## config.mk

```make
export PLATFORM = sky130hd
export DESIGN_NAME = ysyx_22040386_mem_arbiter
export DESIGN_NICKNAME = d
export VERILOG_FILES = /design/src/rtl/ysyx_22040386_arb_pkg.sv /design/src/rtl/ysyx_22040386_arb_pick.sv /design/src/rtl/ysyx_22040386_mem_arbiter.sv
export SDC_FILE = /design/constraint.sdc
export NUM_CORES = 1
export LEC_CHECK = 0
export BUFFER_PORTS_ARGS = -buffer_cell sky130_fd_sc_hd__buf_2
export CORE_AREA = 10 10 202 204
export CTS_BUF_LIST = sky130_fd_sc_hd__clkbuf_2 sky130_fd_sc_hd__clkbuf_4 sky130_fd_sc_hd__clkbuf_8
export CTS_CLUSTER_DIAMETER = 150
export DETAILED_ROUTE_END_ITERATION = 16
export DIE_AREA = 0 0 212 214
export PLACE_DENSITY = 0.57
export SYNTH_ARGS = -nofsm -noshare
export SYNTH_HDL_FRONTEND = slang
export SYNTH_SLANG_ARGS = --single-unit
```

## constraint.sdc

```tcl
create_clock -name i_ARB_clk -period 1.8 [get_ports i_ARB_clk]
set_clock_uncertainty 0.15 [all_clocks]
set_input_delay 0.27 -clock i_ARB_clk [delete_from_list [all_inputs] [get_ports i_ARB_clk]]
set_output_delay 0.27 -clock i_ARB_clk [all_outputs]
set_load 0.01 [all_outputs]
```

## src/rtl/ysyx_22040386_arb_pkg.sv

```systemverilog
// Shared types for the IFU/MEMU memory arbiter.
// FSM state and owner encodings plus default bus widths.
package ysyx_22040386_arb_pkg;

  localparam int ARB_ADDR_W = 64;
  localparam int ARB_DATA_W = 64;

  typedef enum logic [1:0] {
    IDLE = 2'd0,
    REQ  = 2'd1,
    RESP = 2'd2
  } arb_state_e;

  typedef enum logic {
    OWN_IF  = 1'b0,
    OWN_MEM = 1'b1
  } arb_owner_e;

endpackage

```

## src/rtl/ysyx_22040386_arb_pick.sv

```systemverilog
// Winner selection between the fetch and data requesters.
// Build option: ARB_RR_EN selects round-robin, default is MEM-first.
module ysyx_22040386_arb_pick
  import ysyx_22040386_arb_pkg::*;
(
  input  logic       if_req,
  input  logic       mem_req,
  input  arb_owner_e last_owner,
  output logic       grant_if,
  output logic       grant_mem
);

`ifdef ARB_RR_EN
  // on contention, hand the port to whoever did not hold it last
  assign grant_mem = mem_req & (~if_req | (last_owner == OWN_IF));
  assign grant_if  = if_req & ~grant_mem;
`else
  logic unused_last;
  assign unused_last = last_owner;

  // data side always wins a contested grant
  assign grant_mem = mem_req;
  assign grant_if  = if_req & ~mem_req;
`endif

endmodule

```

## src/rtl/ysyx_22040386_mem_arbiter.sv

```systemverilog
// Shares one downstream memory port between IFU and MEMU.
// Build option: ARB_RR_EN enables round-robin grant selection.
module ysyx_22040386_mem_arbiter
  import ysyx_22040386_arb_pkg::*;
#(
  parameter int ADDR_W = ARB_ADDR_W,
  parameter int DATA_W = ARB_DATA_W
) (
  input  logic                i_ARB_clk,
  input  logic                i_ARB_rst_n,
  input  logic                i_ARB_if_req,
  input  logic [ADDR_W-1:0]   i_ARB_if_addr,
  output logic                o_ARB_if_ack,
  output logic [DATA_W-1:0]   o_ARB_if_rdata,
  input  logic                i_ARB_mem_req,
  input  logic                i_ARB_mem_we,
  input  logic [ADDR_W-1:0]   i_ARB_mem_addr,
  input  logic [DATA_W-1:0]   i_ARB_mem_wdata,
  input  logic [DATA_W/8-1:0] i_ARB_mem_wmask,
  output logic                o_ARB_mem_ack,
  output logic [DATA_W-1:0]   o_ARB_mem_rdata,
  output logic                o_ARB_req_valid,
  input  logic                i_ARB_req_ready,
  output logic                o_ARB_req_we,
  output logic [ADDR_W-1:0]   o_ARB_req_addr,
  output logic [DATA_W-1:0]   o_ARB_req_wdata,
  output logic [DATA_W/8-1:0] o_ARB_req_wmask,
  input  logic                i_ARB_resp_valid,
  input  logic [DATA_W-1:0]   i_ARB_resp_data,
  output logic                o_ARB_busy
);

  localparam int MASK_W = DATA_W / 8;

  arb_state_e state;
  arb_owner_e owner;
  arb_owner_e last_owner;
  logic       grant_if;
  logic       grant_mem;

  ysyx_22040386_arb_pick u_pick (
    .if_req     (i_ARB_if_req),
    .mem_req    (i_ARB_mem_req),
    .last_owner (last_owner),
    .grant_if   (grant_if),
    .grant_mem  (grant_mem)
  );

`ifdef ARB_RR_EN
  // remember who got the port on every grant
  always_ff @(posedge i_ARB_clk or negedge i_ARB_rst_n) begin
    if (!i_ARB_rst_n) begin
      last_owner <= OWN_MEM;
    end else if (state == IDLE) begin
      if (grant_mem) begin
        last_owner <= OWN_MEM;
      end else if (grant_if) begin
        last_owner <= OWN_IF;
      end
    end
  end
`else
  assign last_owner = OWN_MEM;
`endif

  // grant, hold the request, then route the response to its owner
  always_ff @(posedge i_ARB_clk or negedge i_ARB_rst_n) begin
    if (!i_ARB_rst_n) begin
      state           <= IDLE;
      owner           <= OWN_IF;
      o_ARB_req_we    <= 1'b0;
      o_ARB_req_addr  <= '0;
      o_ARB_req_wdata <= '0;
      o_ARB_req_wmask <= '0;
      o_ARB_if_ack    <= 1'b0;
      o_ARB_mem_ack   <= 1'b0;
      o_ARB_if_rdata  <= '0;
      o_ARB_mem_rdata <= '0;
    end else begin
      o_ARB_if_ack  <= 1'b0;
      o_ARB_mem_ack <= 1'b0;
      unique case (state)
        IDLE: begin
          if (grant_mem) begin
            owner           <= OWN_MEM;
            o_ARB_req_we    <= i_ARB_mem_we;
            o_ARB_req_addr  <= i_ARB_mem_addr;
            o_ARB_req_wdata <= i_ARB_mem_wdata;
            o_ARB_req_wmask <= i_ARB_mem_wmask;
            state           <= REQ;
          end else if (grant_if) begin
            owner           <= OWN_IF;
            o_ARB_req_we    <= 1'b0;
            o_ARB_req_addr  <= i_ARB_if_addr;
            o_ARB_req_wdata <= '0;
            o_ARB_req_wmask <= {MASK_W{1'b0}};
            state           <= REQ;
          end
        end
        REQ: begin
          if (i_ARB_req_ready) begin
            state <= RESP;
          end
        end
        RESP: begin
          if (i_ARB_resp_valid) begin
            state <= IDLE;
            if (owner == OWN_MEM) begin
              o_ARB_mem_ack   <= 1'b1;
              o_ARB_mem_rdata <= i_ARB_resp_data;
            end else begin
              o_ARB_if_ack    <= 1'b1;
              o_ARB_if_rdata  <= i_ARB_resp_data;
            end
          end
        end
        default: state <= IDLE;
      endcase
    end
  end

  assign o_ARB_req_valid = (state == REQ);
  assign o_ARB_busy      = (state != IDLE);

endmodule

```

Yosys cells after proc, flatten, opt, wreduce, memory -nomap -nowiden --
Cells that the tools add are included.
Cells by class: equality and inequality tests 5, multiplexer cells 20, bitwise logic cells 3, reduce and logical (&&, ||, !) cells 7
Operator list (number):
- 64-bit two-way mux | 4
- 8-bit two-way mux | 2
- 1-bit two-way mux | 9
- 3-bit AND reduction | 3
- 2-bit two-way mux | 4
- 2-bit case mux with 3 select lines | 1
- 2-bit nonzero test | 2
- 3-bit != test (second input constant) | 1
- 2-bit by 1-bit equality test with 1-bit output (second input constant) | 1
- 2-bit equality test (second input constant) | 1
- 2-bit zero test | 1
- 2-bit by 1-bit != test with 1-bit output (second input constant) | 1
- 2-bit != test (second input constant) | 1
- 1-bit inverter | 2
- 2-bit AND reduction | 1
- 1-bit bitwise AND | 1
Storage, ports and cells: register bits after elaboration 270, output and inout port bits 269

Longest topological paths before layout --
word-level depth 5, gate-level depth with buffers 5, gate-level depth less buffers 3

Modules after synthesis --
Synthesis repeated with hierarchy kept, for this count alone.
Second synthesis, totals: cell total of the unflattened synthesis 660, area total of the unflattened synthesis 10701.5 um^2
Modules (own cells, without submodules):
- ysyx_22040386_mem_arbiter | times used 1, cells each 658, area each 10680.2 um^2, seq. area each 6756.5 um^2
- ysyx_22040386_arb_pick | times used 1, cells each 2, area each 21.3 um^2, seq. area each 0.0 um^2

Worst setup path after synthesis --
No wires, ideal clock.
path type flip-flop to flip-flop, start point register state[0], end point register o_ARB_if_rdata[0], setup time 0.125 ns, arrival time 1.338 ns, required time 1.525 ns, path slack 0.187 ns, cell stages (with the launch flop) 6, buffers on the path 2, cell sequence dfrtp_1 nor2b_2 nor3b_2 buf_6 buf_6 mux2_2
On the way: longest elaborated chain between the ends 2
RTL lines:
- start, declared | line ysyx_22040386_mem_arbiter.sv:35 | arb_state_e state;
- start signal, assigned | line ysyx_22040386_mem_arbiter.sv:69 | state <= IDLE;
- start signal, assigned | line ysyx_22040386_mem_arbiter.sv:90 | state <= REQ;
- start signal, assigned | line ysyx_22040386_mem_arbiter.sv:97 | state <= REQ;
- 2-bit equality test | line ysyx_22040386_mem_arbiter.sv:82 | unique case (state)
- 3-bit AND reduction (no line)
- end signal, assigned | line ysyx_22040386_mem_arbiter.sv:113 | o_ARB_if_rdata <= i_ARB_resp_data;
- end, declared | line ysyx_22040386_mem_arbiter.sv:14 | output logic [DATA_W-1:0] o_ARB_if_rdata,
Every way passes these cells. A chain may end at the register's enable or synchronous reset.

Worst setup path in the final report --
start point register state[1], end point register o_ARB_if_rdata[19]
The elaborated chain is that of the path after synthesis.

==> impl_results.rst <==
.. list-table::
   :header-rows: 1

   * - Metric
     - Value
   * - Fraction of final layout cells with drive strength greater than 1
     - 0.602
   * - Most Crowded Layer GR
     - met2
   * - Pwr dens
     - 1560 mW/mm²
   * - Final Slew Violations
     - 0
   * - Number of iterations in the first detailed-routing pass
     - 4
   * - TritonCTS clock tree
     - done
   * - Number of global-route vias before repair
     - approximately 10,000
   * - Sequential standard cell area
     - 0.00676 mm²
   * - Leftover overflow at the end of global routing
     - 0
   * - Global-route usage over all layers
     - 0.178
   * - Relative area change from synthesis to final layout
     - 70.3%
   * - Synthesized area
     - 0.0107 mm²
   * - Cell at the root of the clock tree
     - sky130_fd_sc_hd__clkbuf_8
   * - Total of endpoints with negative setup slack in the final report
     - 0
   * - Fraction of post-synthesis cell area in the top cell type by area
     - 0.633
   * - Time the final worst path needs with I/O delays and setup
     - about 1800 ps
   * - DRC marker count from the first detailed-route iteration
     - roughly 370
   * - Met3 usage in global routing
     - 0.0726
   * - Reg-to-Reg Start
     - state[1]
   * - Library cell occupying the most area in the post-synthesis netlist
     - sky130_fd_sc_hd__dfrtp_1
   * - Critical path capture point type
     - flop
   * - Final RePlAce weighted congestion
     - ~0.8
   * - GR met2 Demand/Resource
     - 0.300
   * - GRT met1 Usage
     - 0.196
   * - Syn Inst Count
     - between 600 and 700
   * - Number of fill cells in the layout
     - 3,130
   * - Maximum resistive drop on vdd
     - around 0.93 mV
   * - Largest net degree at the start of global routing
     - 68
   * - Average detailed-routed wire length per instance
     - between 20 and 25 µm
   * - Largest fanout of any net on the critical path
     - 13
   * - Clk sinks
     - 270
   * - Initial standard-cell utilization of the core
     - 0.288
   * - Worst setup path startpoint
     - state[1]
   * - Critical Path AT
     - about 2100 ps
   * - Period utilisation layout
     - 0.981
   * - Flop and latch count out of synthesis
     - 270
   * - Initial antenna violation count
     - 4
   * - Final core area utilization
     - 0.491
   * - Pre-CTS setup slack
     - ~38 ps
   * - Top-level I/O count
     - 540
   * - Cells taking the most area after synthesis
     - sky130_fd_sc_hd__dfrtp_1 (63%), sky130_fd_sc_hd__mux2_2 (27%), sky130_fd_sc_hd__a22o_1 (6.1%)
   * - Critical path destination
     - o_ARB_if_rdata[19]
   * - Die footprint
     - between 0.04 and 0.05 mm²
   * - Number of cells traversed by the worst register-to-register path
     - 5
   * - Seq/Total Area, Yosys
     - 0.633
   * - Total CTS buffers
     - 47
   * - Measured slew at the worst slew-check pin
     - 457 ps
   * - Worst-Skew Late Latency
     - about 580 ps
   * - HPWL after DPL
     - 29,300 µm
   * - Flop-to-flop setup slack
     - ~34 ps
   * - Net count, final
     - about 1,800
   * - Destination of the worst register-to-register timing path
     - o_ARB_if_rdata[19]
   * - CTS HTree Levels
     - 2
   * - DR DRC count
     - 0
   * - Required arrival time at the worst endpoint
     - 2120 ps
   * - Final count of hold timing violations
     - 0
   * - Fin worst setup slack
     - around 34 ps
   * - Setup repair after global routing missed its margin
     - true
   * - I/O Buffers
     - around 540
   * - Horizontal die dimension
     - 212 µm
   * - Leakage power summed over all cells
     - around 9 nW
   * - Bufs on Longest Clock Path
     - 3
   * - Wirelength, routed
     - ~43,000 µm
   * - Maximum frequency from static timing analysis
     - roughly 570 MHz
   * - Max capacitance violation total
     - 0
   * - Via count
     - around 9,000
   * - Number of library cell types mapped by synthesis
     - 18
   * - Critical path launch point type
     - flop
   * - Number of rows created at floorplan
     - between 70 and 80
   * - Via-to-Cell Ratio
     - 4.51
   * - Warnings from Yosys
     - 0
   * - Tightest slew margin relative to the limit
     - 0.695
   * - Area of the multi-input gates
     - roughly 0.0036 mm²
   * - Global-route wire length before repair
     - roughly 64,000 µm
   * - Placeable core region
     - about 0.037 mm²
   * - HP Class
     - input port to asynchronous set/reset pin
   * - Classification of the worst setup path
     - flop to flop
   * - Post-detailed-route count of antenna-violating nets
     - 0
   * - Average cell area after synthesis
     - approximately 16 µm²
   * - Height of the die
     - between 200 and 250 µm
   * - Run status
     - completed
   * - Clock transition at the register clock pins on the worst setup and hold paths after CTS
     - roughly 60 ps
   * - Post-synth net total
     - 928
-- worst min path at each step --
| stage | depth (start not counted) | slack [ps] | to |
|---|---|---|---|
| global route | 2 | 70 | o_ARB_mem_rdata[1] |
| finish | 2 | 70 | o_ARB_mem_rdata[1] |
| global placement | 1 | 90 | state[0] |
| CTS | 2 | 30 | o_ARB_mem_rdata[1] |
| detailed placement | 1 | 100 | state[1] |
| floorplan | 0 | -180 | o_ARB_if_ack |
-- kinds of logic after synthesis --
logic type,count (synthesis),share of synthesized area
flip-flops,270,0.633
multiplexers,256,0.270
AND/OR/NAND/NOR,6,0.00398
AO/OA/AOI/OAI,77,0.0623
buffers and inverters,48,0.0309
-- registers in the layout, indices dropped and copies added (netlist names), 2 cells and up --
register	cells
o_ARB_if_rdata	64
o_ARB_mem_rdata	64
o_ARB_req_addr	64
o_ARB_req_wdata	64
o_ARB_req_wmask	8
state	2
-- synthesized netlist by cell type --
master	n
sky130_fd_sc_hd__nor2b_2	1
sky130_fd_sc_hd__nand2b_1	1
sky130_fd_sc_hd__buf_2	27
sky130_fd_sc_hd__buf_6	15
sky130_fd_sc_hd__o21ai_0	1
sky130_fd_sc_hd__inv_1	4
sky130_fd_sc_hd__dfrtp_1	270
sky130_fd_sc_hd__a22o_1	74
sky130_fd_sc_hd__a21o_1	1
sky130_fd_sc_hd__o21ai_1	1
sky130_fd_sc_hd__mux2_2	255
sky130_fd_sc_hd__nor3b_2	1
sky130_fd_sc_hd__buf_4	1
sky130_fd_sc_hd__nor2_1	1
sky130_fd_sc_hd__nand3_1	1
sky130_fd_sc_hd__mux2_1	1
sky130_fd_sc_hd__clkbuf_1	1
sky130_fd_sc_hd__and2_1	1
-- per-stage QoR --
step	cell area (µm²)	setup TNS, ps	hold WS, ps	cells	power (mW)
3_3_place_gp	14300	0	90.0	1674	21.3
4_1_cts	18000	-107	27.3	2023	28.1
5_1_grt	18200	-462	70.2	2034	30.1
6_report	18200	0	73.6	2034	28.4
3_5_place_dp	14300	0	95.1	1674	21.5
2_1_floorplan	10700	0	-176	657	16.0
-- report_power, final --
group / internal (mW) / switching, mW
clock: 3.37 / 2.50
combinational: 6.24 / 5.80
sequential: 8.96 / 1.53
total: 18.6 / 9.83
-- layer usage --
| metal | routed length (µm) | vias up |
|---|---|---|
| met3 | 4180 | 85 |
| li1 | - | 4149 |
| met2 | 20900 | 433 |
| met4 | 1310 | 0 |
| met5 | 0 | - |
| met1 | 16400 | 4514 |
-- repair_timing --
| item | 4_1_cts | 5_1_grt |
|---|---|---|
| buffers inserted | 1 | 0 |
| setup endpoints to repair | 2 | 66 |
| hold endpoints to repair | 537 | 0 |
| pin swaps | 1 | 1 |
| gates cloned | 0 | 8 |
| hold buffers | 269 | 0 |
| resized for setup | 7 | 5 |
-- cell usage in the layout (no fill, tap or decap), drive strengths merged --
cell type    count
a21o             1
a22o            74
and2             1
buf            588
bufinv           1
clkbuf          78
clkinv           5
clkinvlp         1
dfrtp          270
diode            4
dlygate4sd3    269
inv              5
mux2           256
nand2b           1
nand3            1
nor2             1
nor2b            1
nor3b            1
o21ai            2
-- critical path, stage by stage, from the launching register on --
cell,delay (ps)
sky130_fd_sc_hd__dfrtp_1,390
sky130_fd_sc_hd__nor2b_2,190
sky130_fd_sc_hd__nor3b_4,240
sky130_fd_sc_hd__buf_12,180
sky130_fd_sc_hd__buf_12,150
sky130_fd_sc_hd__mux2_2,340
-- cell type report --
class / instances / area share
sequential: 270 / 0.372
timing repair buffer: 864 / 0.340
multi-input combinational: 339 / 0.200
clock buffer: 71 / 0.0503
tap: 474 / 0.0326
clock inverter: 8 / 0.00406
inverter: 4 / 0.000826
antenna: 4 / 0.000551
(Power assumes the default switching activity.)
